## src/rtl/x_uart_cmd_ctrl_if.sv

```systemverilog
// Byte-level handshake bundle between the UART command sequencer, the UART
// receiver/transmitter and the register bank strobe port.
interface x_uart_cmd_ctrl_if;
    // receiver byte strobe
    logic       i_rx_valid;
    logic [7:0] i_rx_data;
    // register bank write strobe
    logic       o_wr_valid;
    logic [3:0] o_wr_addr;
    logic [7:0] o_wr_data;
    // register bank read strobe and returned data
    logic       o_rd_valid;
    logic [3:0] o_rd_addr;
    logic [7:0] i_rd_data;
    // transmitter byte handshake
    logic       o_tx_valid;
    logic [7:0] o_tx_data;
    logic       i_tx_ready;
    // protocol error reporting
    logic       o_err;
    logic [7:0] o_err_cnt;

    // Sequencer side
    modport master (
        input  i_rx_valid, i_rx_data, i_rd_data, i_tx_ready,
        output o_wr_valid, o_wr_addr, o_wr_data,
        output o_rd_valid, o_rd_addr,
        output o_tx_valid, o_tx_data,
        output o_err, o_err_cnt
    );

    // Receiver / register bank / transmitter side
    modport slave (
        output i_rx_valid, i_rx_data, i_rd_data, i_tx_ready,
        input  o_wr_valid, o_wr_addr, o_wr_data,
        input  o_rd_valid, o_rd_addr,
        input  o_tx_valid, o_tx_data,
        input  o_err, o_err_cnt
    );
endinterface

```

## src/rtl/x_uart_cmd_ctrl.sv

```systemverilog
// UART command sequencer: turns received opcode/data bytes into register bank
// write and read strobes, returns read data over the TX byte handshake, aborts
// a write whose data byte is too late, and counts protocol errors.
//
// Opcode byte: [7:6] = 2'b10 write, 2'b01 read, anything else is invalid;
//              [5:4] don't care; [3:0] register address.
module x_uart_cmd_ctrl #(
    parameter int p_timeout = 1200
) (
    input  logic              i_clk,
    input  logic              i_rst,
    x_uart_cmd_ctrl_if.master bus
);

    localparam int c_timer_w = $clog2(p_timeout + 1);
    localparam logic [c_timer_w-1:0] c_timeout = c_timer_w'(p_timeout);
    localparam logic [c_timer_w-1:0] c_timer_one = c_timer_w'(1);

    typedef enum logic [2:0] {
        IDLE,
        WDATA,
        WRITE,
        READ,
        CAPT,
        SEND
    } state_t;

    state_t                 state_reg;
    logic [c_timer_w-1:0]   timer_reg;
    logic [c_timer_w-1:0]   timer_next;
    logic                   timer_expired;
    logic [3:0]             cmd_addr_reg;

    logic                   wr_valid_reg;
    logic [3:0]             wr_addr_reg;
    logic [7:0]             wr_data_reg;
    logic                   rd_valid_reg;
    logic [3:0]             rd_addr_reg;
    logic                   tx_valid_reg;
    logic [7:0]             tx_data_reg;
    logic                   err_reg;
    logic [7:0]             err_cnt_reg;

    logic                   op_is_wr;
    logic                   op_is_rd;
    logic                   err_next;

    assign op_is_wr = (bus.i_rx_data[7:6] == 2'b10);
    assign op_is_rd = (bus.i_rx_data[7:6] == 2'b01);

    // Inter-byte timer: expiry is the cycle in which the count would reach
    // p_timeout, so a data byte landing in that same cycle is still accepted.
    always_comb begin
        timer_next    = timer_reg + c_timer_one;
        timer_expired = (timer_next == c_timeout);
    end

    // Error sources: invalid opcode, data-byte timeout, or a byte that lands
    // while a command is still being executed.
    always_comb begin
        err_next = 1'b0;
        case (state_reg)
            IDLE:    err_next = bus.i_rx_valid && !op_is_wr && !op_is_rd;
            WDATA:   err_next = !bus.i_rx_valid && timer_expired;
            default: err_next = bus.i_rx_valid;
        endcase
    end

    // Sequencer state, timer and every registered output.
    always_ff @(posedge i_clk or posedge i_rst) begin
        if (i_rst) begin
            state_reg    <= IDLE;
            timer_reg    <= '0;
            cmd_addr_reg <= '0;
            wr_valid_reg <= 1'b0;
            wr_addr_reg  <= '0;
            wr_data_reg  <= '0;
            rd_valid_reg <= 1'b0;
            rd_addr_reg  <= '0;
            tx_valid_reg <= 1'b0;
            tx_data_reg  <= '0;
            err_reg      <= 1'b0;
            err_cnt_reg  <= '0;
        end else begin
            // Strobes are single-cycle unless re-armed below.
            wr_valid_reg <= 1'b0;
            rd_valid_reg <= 1'b0;

            // Error pulse lags its cause by one cycle; the counter saturates.
            err_reg <= err_next;
            if (err_next && (err_cnt_reg != 8'hFF)) begin
                err_cnt_reg <= err_cnt_reg + 8'd1;
            end

            case (state_reg)
                IDLE: begin
                    if (bus.i_rx_valid) begin
                        if (op_is_wr) begin
                            cmd_addr_reg <= bus.i_rx_data[3:0];
                            timer_reg    <= '0;
                            state_reg    <= WDATA;
                        end else if (op_is_rd) begin
                            rd_addr_reg  <= bus.i_rx_data[3:0];
                            rd_valid_reg <= 1'b1;
                            state_reg    <= READ;
                        end
                    end
                end

                WDATA: begin
                    if (bus.i_rx_valid) begin
                        // Data byte wins even on the expiry cycle.
                        wr_valid_reg <= 1'b1;
                        wr_addr_reg  <= cmd_addr_reg;
                        wr_data_reg  <= bus.i_rx_data;
                        timer_reg    <= '0;
                        state_reg    <= WRITE;
                    end else if (timer_expired) begin
                        timer_reg <= '0;
                        state_reg <= IDLE;
                    end else begin
                        timer_reg <= timer_next;
                    end
                end

                // Write strobe is visible during this state.
                WRITE: state_reg <= IDLE;

                // Read strobe is visible during this state; data comes next cycle.
                READ: state_reg <= CAPT;

                CAPT: begin
                    tx_data_reg  <= bus.i_rd_data;
                    tx_valid_reg <= 1'b1;
                    state_reg    <= SEND;
                end

                SEND: begin
                    // Hold the response byte until the transmitter takes it.
                    if (bus.i_tx_ready) begin
                        tx_valid_reg <= 1'b0;
                        state_reg    <= IDLE;
                    end
                end

                default: state_reg <= IDLE;
            endcase
        end
    end

    assign bus.o_wr_valid = wr_valid_reg;
    assign bus.o_wr_addr  = wr_addr_reg;
    assign bus.o_wr_data  = wr_data_reg;
    assign bus.o_rd_valid = rd_valid_reg;
    assign bus.o_rd_addr  = rd_addr_reg;
    assign bus.o_tx_valid = tx_valid_reg;
    assign bus.o_tx_data  = tx_data_reg;
    assign bus.o_err      = err_reg;
    assign bus.o_err_cnt  = err_cnt_reg;

endmodule

```

## src/flat_wrapper.sv

```systemverilog
// flat-port wrapper written by rule: the top's interface ports become plain ports
module x_uart_cmd_ctrl_flat 
#(
    parameter int p_timeout = 1200
)
  (i_clk, i_rst, bus_i_rx_valid, bus_i_rx_data, bus_i_rd_data, bus_i_tx_ready, bus_o_wr_valid, bus_o_wr_addr, bus_o_wr_data, bus_o_rd_valid, bus_o_rd_addr, bus_o_tx_valid, bus_o_tx_data, bus_o_err, bus_o_err_cnt);
  x_uart_cmd_ctrl_if bus_i ();
  input  logic i_clk;
  input  logic i_rst;
  input wire logic [$bits(bus_i.i_rx_valid)-1:0] bus_i_rx_valid;
  input wire logic [$bits(bus_i.i_rx_data)-1:0] bus_i_rx_data;
  input wire logic [$bits(bus_i.i_rd_data)-1:0] bus_i_rd_data;
  input wire logic [$bits(bus_i.i_tx_ready)-1:0] bus_i_tx_ready;
  output wire logic [$bits(bus_i.o_wr_valid)-1:0] bus_o_wr_valid;
  output wire logic [$bits(bus_i.o_wr_addr)-1:0] bus_o_wr_addr;
  output wire logic [$bits(bus_i.o_wr_data)-1:0] bus_o_wr_data;
  output wire logic [$bits(bus_i.o_rd_valid)-1:0] bus_o_rd_valid;
  output wire logic [$bits(bus_i.o_rd_addr)-1:0] bus_o_rd_addr;
  output wire logic [$bits(bus_i.o_tx_valid)-1:0] bus_o_tx_valid;
  output wire logic [$bits(bus_i.o_tx_data)-1:0] bus_o_tx_data;
  output wire logic [$bits(bus_i.o_err)-1:0] bus_o_err;
  output wire logic [$bits(bus_i.o_err_cnt)-1:0] bus_o_err_cnt;
  assign bus_i.i_rx_valid = bus_i_rx_valid;
  assign bus_i.i_rx_data = bus_i_rx_data;
  assign bus_i.i_rd_data = bus_i_rd_data;
  assign bus_i.i_tx_ready = bus_i_tx_ready;
  assign bus_o_wr_valid = bus_i.o_wr_valid;
  assign bus_o_wr_addr = bus_i.o_wr_addr;
  assign bus_o_wr_data = bus_i.o_wr_data;
  assign bus_o_rd_valid = bus_i.o_rd_valid;
  assign bus_o_rd_addr = bus_i.o_rd_addr;
  assign bus_o_tx_valid = bus_i.o_tx_valid;
  assign bus_o_tx_data = bus_i.o_tx_data;
  assign bus_o_err = bus_i.o_err;
  assign bus_o_err_cnt = bus_i.o_err_cnt;
  x_uart_cmd_ctrl #(.p_timeout(p_timeout)) u_core (.i_clk(i_clk), .i_rst(i_rst), .bus(bus_i));
endmodule
```

## config.mk

```make
export PLATFORM = sky130hd
export DESIGN_NAME = x_uart_cmd_ctrl_flat
export DESIGN_NICKNAME = d
export VERILOG_FILES = /design/src/rtl/x_uart_cmd_ctrl_if.sv /design/src/rtl/x_uart_cmd_ctrl.sv /design/src/flat_wrapper.sv
export SDC_FILE = /design/constraint.sdc
export NUM_CORES = 1
export LEC_CHECK = 0
export ABC_CLOCK_PERIOD_IN_PS = 4400
export CAP_MARGIN = 20
export CORE_ASPECT_RATIO = 0.6
export CORE_MARGIN = 5
export CORE_UTILIZATION = 54
export CTS_CLUSTER_SIZE = 12
export DETAILED_ROUTE_END_ITERATION = 8
export PLACE_DENSITY = 0.86
export SLEW_MARGIN = 40
export SYNTH_ARGS = -nofsm -noshare
export SYNTH_HDL_FRONTEND = slang
export SYNTH_SLANG_ARGS = --single-unit
```

## constraint.sdc

```tcl
create_clock -name i_clk -period 4.4 [get_ports i_clk]
set_input_delay 0.88 -clock i_clk [delete_from_list [all_inputs] [get_ports i_clk]]
set_output_delay 0.88 -clock i_clk [all_outputs]
set_load 0.1 [all_outputs]
```

==> results.py <==
metrics = {
    "place": {
        "dp.cells": 326,
        "place_hpwl_um": 3821,
        "gp_congestion": 0.8619,
        "port_buffers": 55,
        "placed_cell_area_um2": 2949,
    },
    "floorplan": {
        "io_pins": 56,
        "die_w_um": 98.08,
        "fp.coreArea_um2": 4541,
        "die_y_um": 62.85,
        "initial_core_util_pct": 55.36,
        "die_area_um2": 6164,
        "core.rowCount": 19,
    },
    "cts": {
        "numCtsBuffers": 5,
        "postCtsSetupBuffers": 0,
        "clockBufferDepth": 2,
        "h-tree-depth": 2,
        "clkLatencyLatePin_ns": 0.30,
        "holdBufCountCts": 0,
        "cts_sinks": 54,
        "cts_tree": "yes",
        "clk_pin_slew_ns": 0.09,
        "cts_root_buf": "clkbuf_8",
        "post_cts_resized": 0,
    },
    "sta": {
        "worst_pin_slew_ns": 0.8234,
        "tns_ns": 0,
        "slew_viol_final": 0,
        "clock_skew_ns": 0.008862,
        "setup_viol": 0,
        "fmax_mhz": 360.2,
        "rsz0062_at_grt": "false",
        "period_needed_ns": 2.776,
        "relSlewSlack_pct": 44.33,
        "hold_viol": 0,
        "finalCritPeriodShare_pct": 63.10,
    },
    "finish": {
        "fin_cells": 334,
        "diodes": 0,
        "drive_gt1_share_pct": 32.47,
        "largest_reg_flops": 11,
        "area_delta_synth_final_pct": 21.70,
        "fin_nets": 292,
        "final_cell_area_um2": 3059,
    },
    "synthesis": {
        "synth-seq-area-share_pct": 53.76,
        "ys_top_cells_by_count": "dfrtp_1 (54), mux2_2 (31), nand2_1 (20)",
        "syn_inst": 213,
        "syn_area_per_cell_um2": 11.80,
        "yosysTopAreaCell": "dfrtp_1",
        "synth_most_common_cell": "dfrtp_1",
        "synthTopCellsByArea": "dfrtp_1 (54%), mux2_2 (14%), nand2_1 (3.0%)",
        "syn-num-nets": 235,
        "syn-cell-area_um2": 2514,
        "ys_types": 47,
        "async_flop_share_pct": 100.0,
        "synth_ff_type": "dfrtp_1",
        "synth_top_area_share_pct": 53.76,
        "ys_ff_latch": 54,
        "synth_edf_count": 0,
        "yosys_warnings": 0,
    },
    "hold_path": {
        "holdPathStages": 1,
        "min_path_type": "flip-flop to flip-flop",
    },
    "routing": {
        "first_pass_iters": 4,
        "via_count": 1839,
        "ant_nets": 0,
        "drt_iter0_drc": 43,
        "wl_um": 5097,
        "avgRoutedWirePerCell_um": 15.26,
        "post_drt_via_cell_ratio": 5.506,
        "drc": 0,
    },
    "run_status": {
        "outcome": "complete, no violations",
    },
    "job": {
        "drv_cap": 0,
    },
    "worst_setup_path": {
        "startpoint_type": "input port",
        "crit_path_max_fanout": 9,
        "critical_path_class": "input port to flip-flop",
        "r2r_cells": 7,
        "required_ns": 4.60,
        "cp.arrival_ns": 2.97,
        "end_kind": "flip-flop",
    },
    "global_route": {
        "grt_remaining_overflow": 0,
        "antenna_found_initial": 0,
        "grt_pass1_wl_um": 8763,
        "grt.total_usage_pct": 17.49,
        "grt_pass1_vias": 1826,
        "grt_max_degree": 34,
    },
}
[critical path, stage by stage]
cell	delay, ns
clkdlybuf4s50_1	0.49
nor4b_1	0.72
a31oi_4	0.30
nor3_2	0.25
mux2_1	0.33
[stage by stage]
stage / util, % / worst slack, ns / hold WS [ns]
floorplan: - / 1.981 / 0.4737
global placement: 68.92 / 1.448 / 0.4602
detailed placement: 64.95 / 1.314 / 0.4639
CTS: 67.29 / 1.632 / 0.4836
global route: 67.37 / 1.498 / 0.5020
finish: 67.37 / 1.624 / 0.4785
[placed cells by master, fill, tap and decap left out, drive strengths merged, types with 3 or more instances in the layout]
master / count
nand3b: 3
nor3: 3
buf: 38
xor2: 3
a21oi: 6
and3: 6
inv: 5
clkbuf: 7
mux2: 34
clkdlybuf4s50: 19
dfrtp: 54
nor2b: 7
o21ai: 10
nand2: 20
a22o: 3
a31oi: 3
nand3: 9
nor2: 12
nand4: 3
[per-layer routing]
layer	global-route usage [%]	share of wire, %	up-vias
met2	25.85	43	49
met4	5.009	1.2	0
met3	5.240	5.6	7
li1	-	-	879
met5	0	0	-
met1	24.98	50	904
[path summary, 6_finish.rpt]
check | from | to | slack [ns]
worst min register to register | u_core.bus.o_tx_valid | u_core.bus.o_tx_valid | 0.48
worst max-delay path | bus_i_rx_valid | u_core.bus.o_err_cnt[7] | 1.62
min in group asynchronous | i_rst | u_core.bus.o_err_cnt[7] | 0.90
max in group asynchronous | i_rst | u_core.bus.o_wr_valid | 2.73
worst min-delay path | u_core.bus.o_tx_valid | u_core.bus.o_tx_valid | 0.48
worst max register to register | u_core.timer_reg[1] | u_core.bus.o_err_cnt[7] | 1.68
[area by class of cell]
type                    instances  area [µm²]
fillers                       358        1481
flip-flops and latches         54        1351
multi-input cells             147        1119
repair buffers                 57       385.4
well taps                      63       78.83
clock buffers                   7       76.32
clock inverters                 1       30.03
inverters                       5       18.77
[kinds of logic after synthesis]
kind of cell / after synthesis / synth area share, %
compound gates: 32 / 9.259
xor+xnor: 5 / 1.742
fa+ha+maj: 2 / 0.9954
buf+inv: 12 / 1.891
flops: 54 / 53.76
mux: 35 / 15.78
simple gates: 73 / 16.58
Power is left out: the tool's default activity adds up to more than one toggle a clock period on the data nets, which glitch-free logic cannot reach.
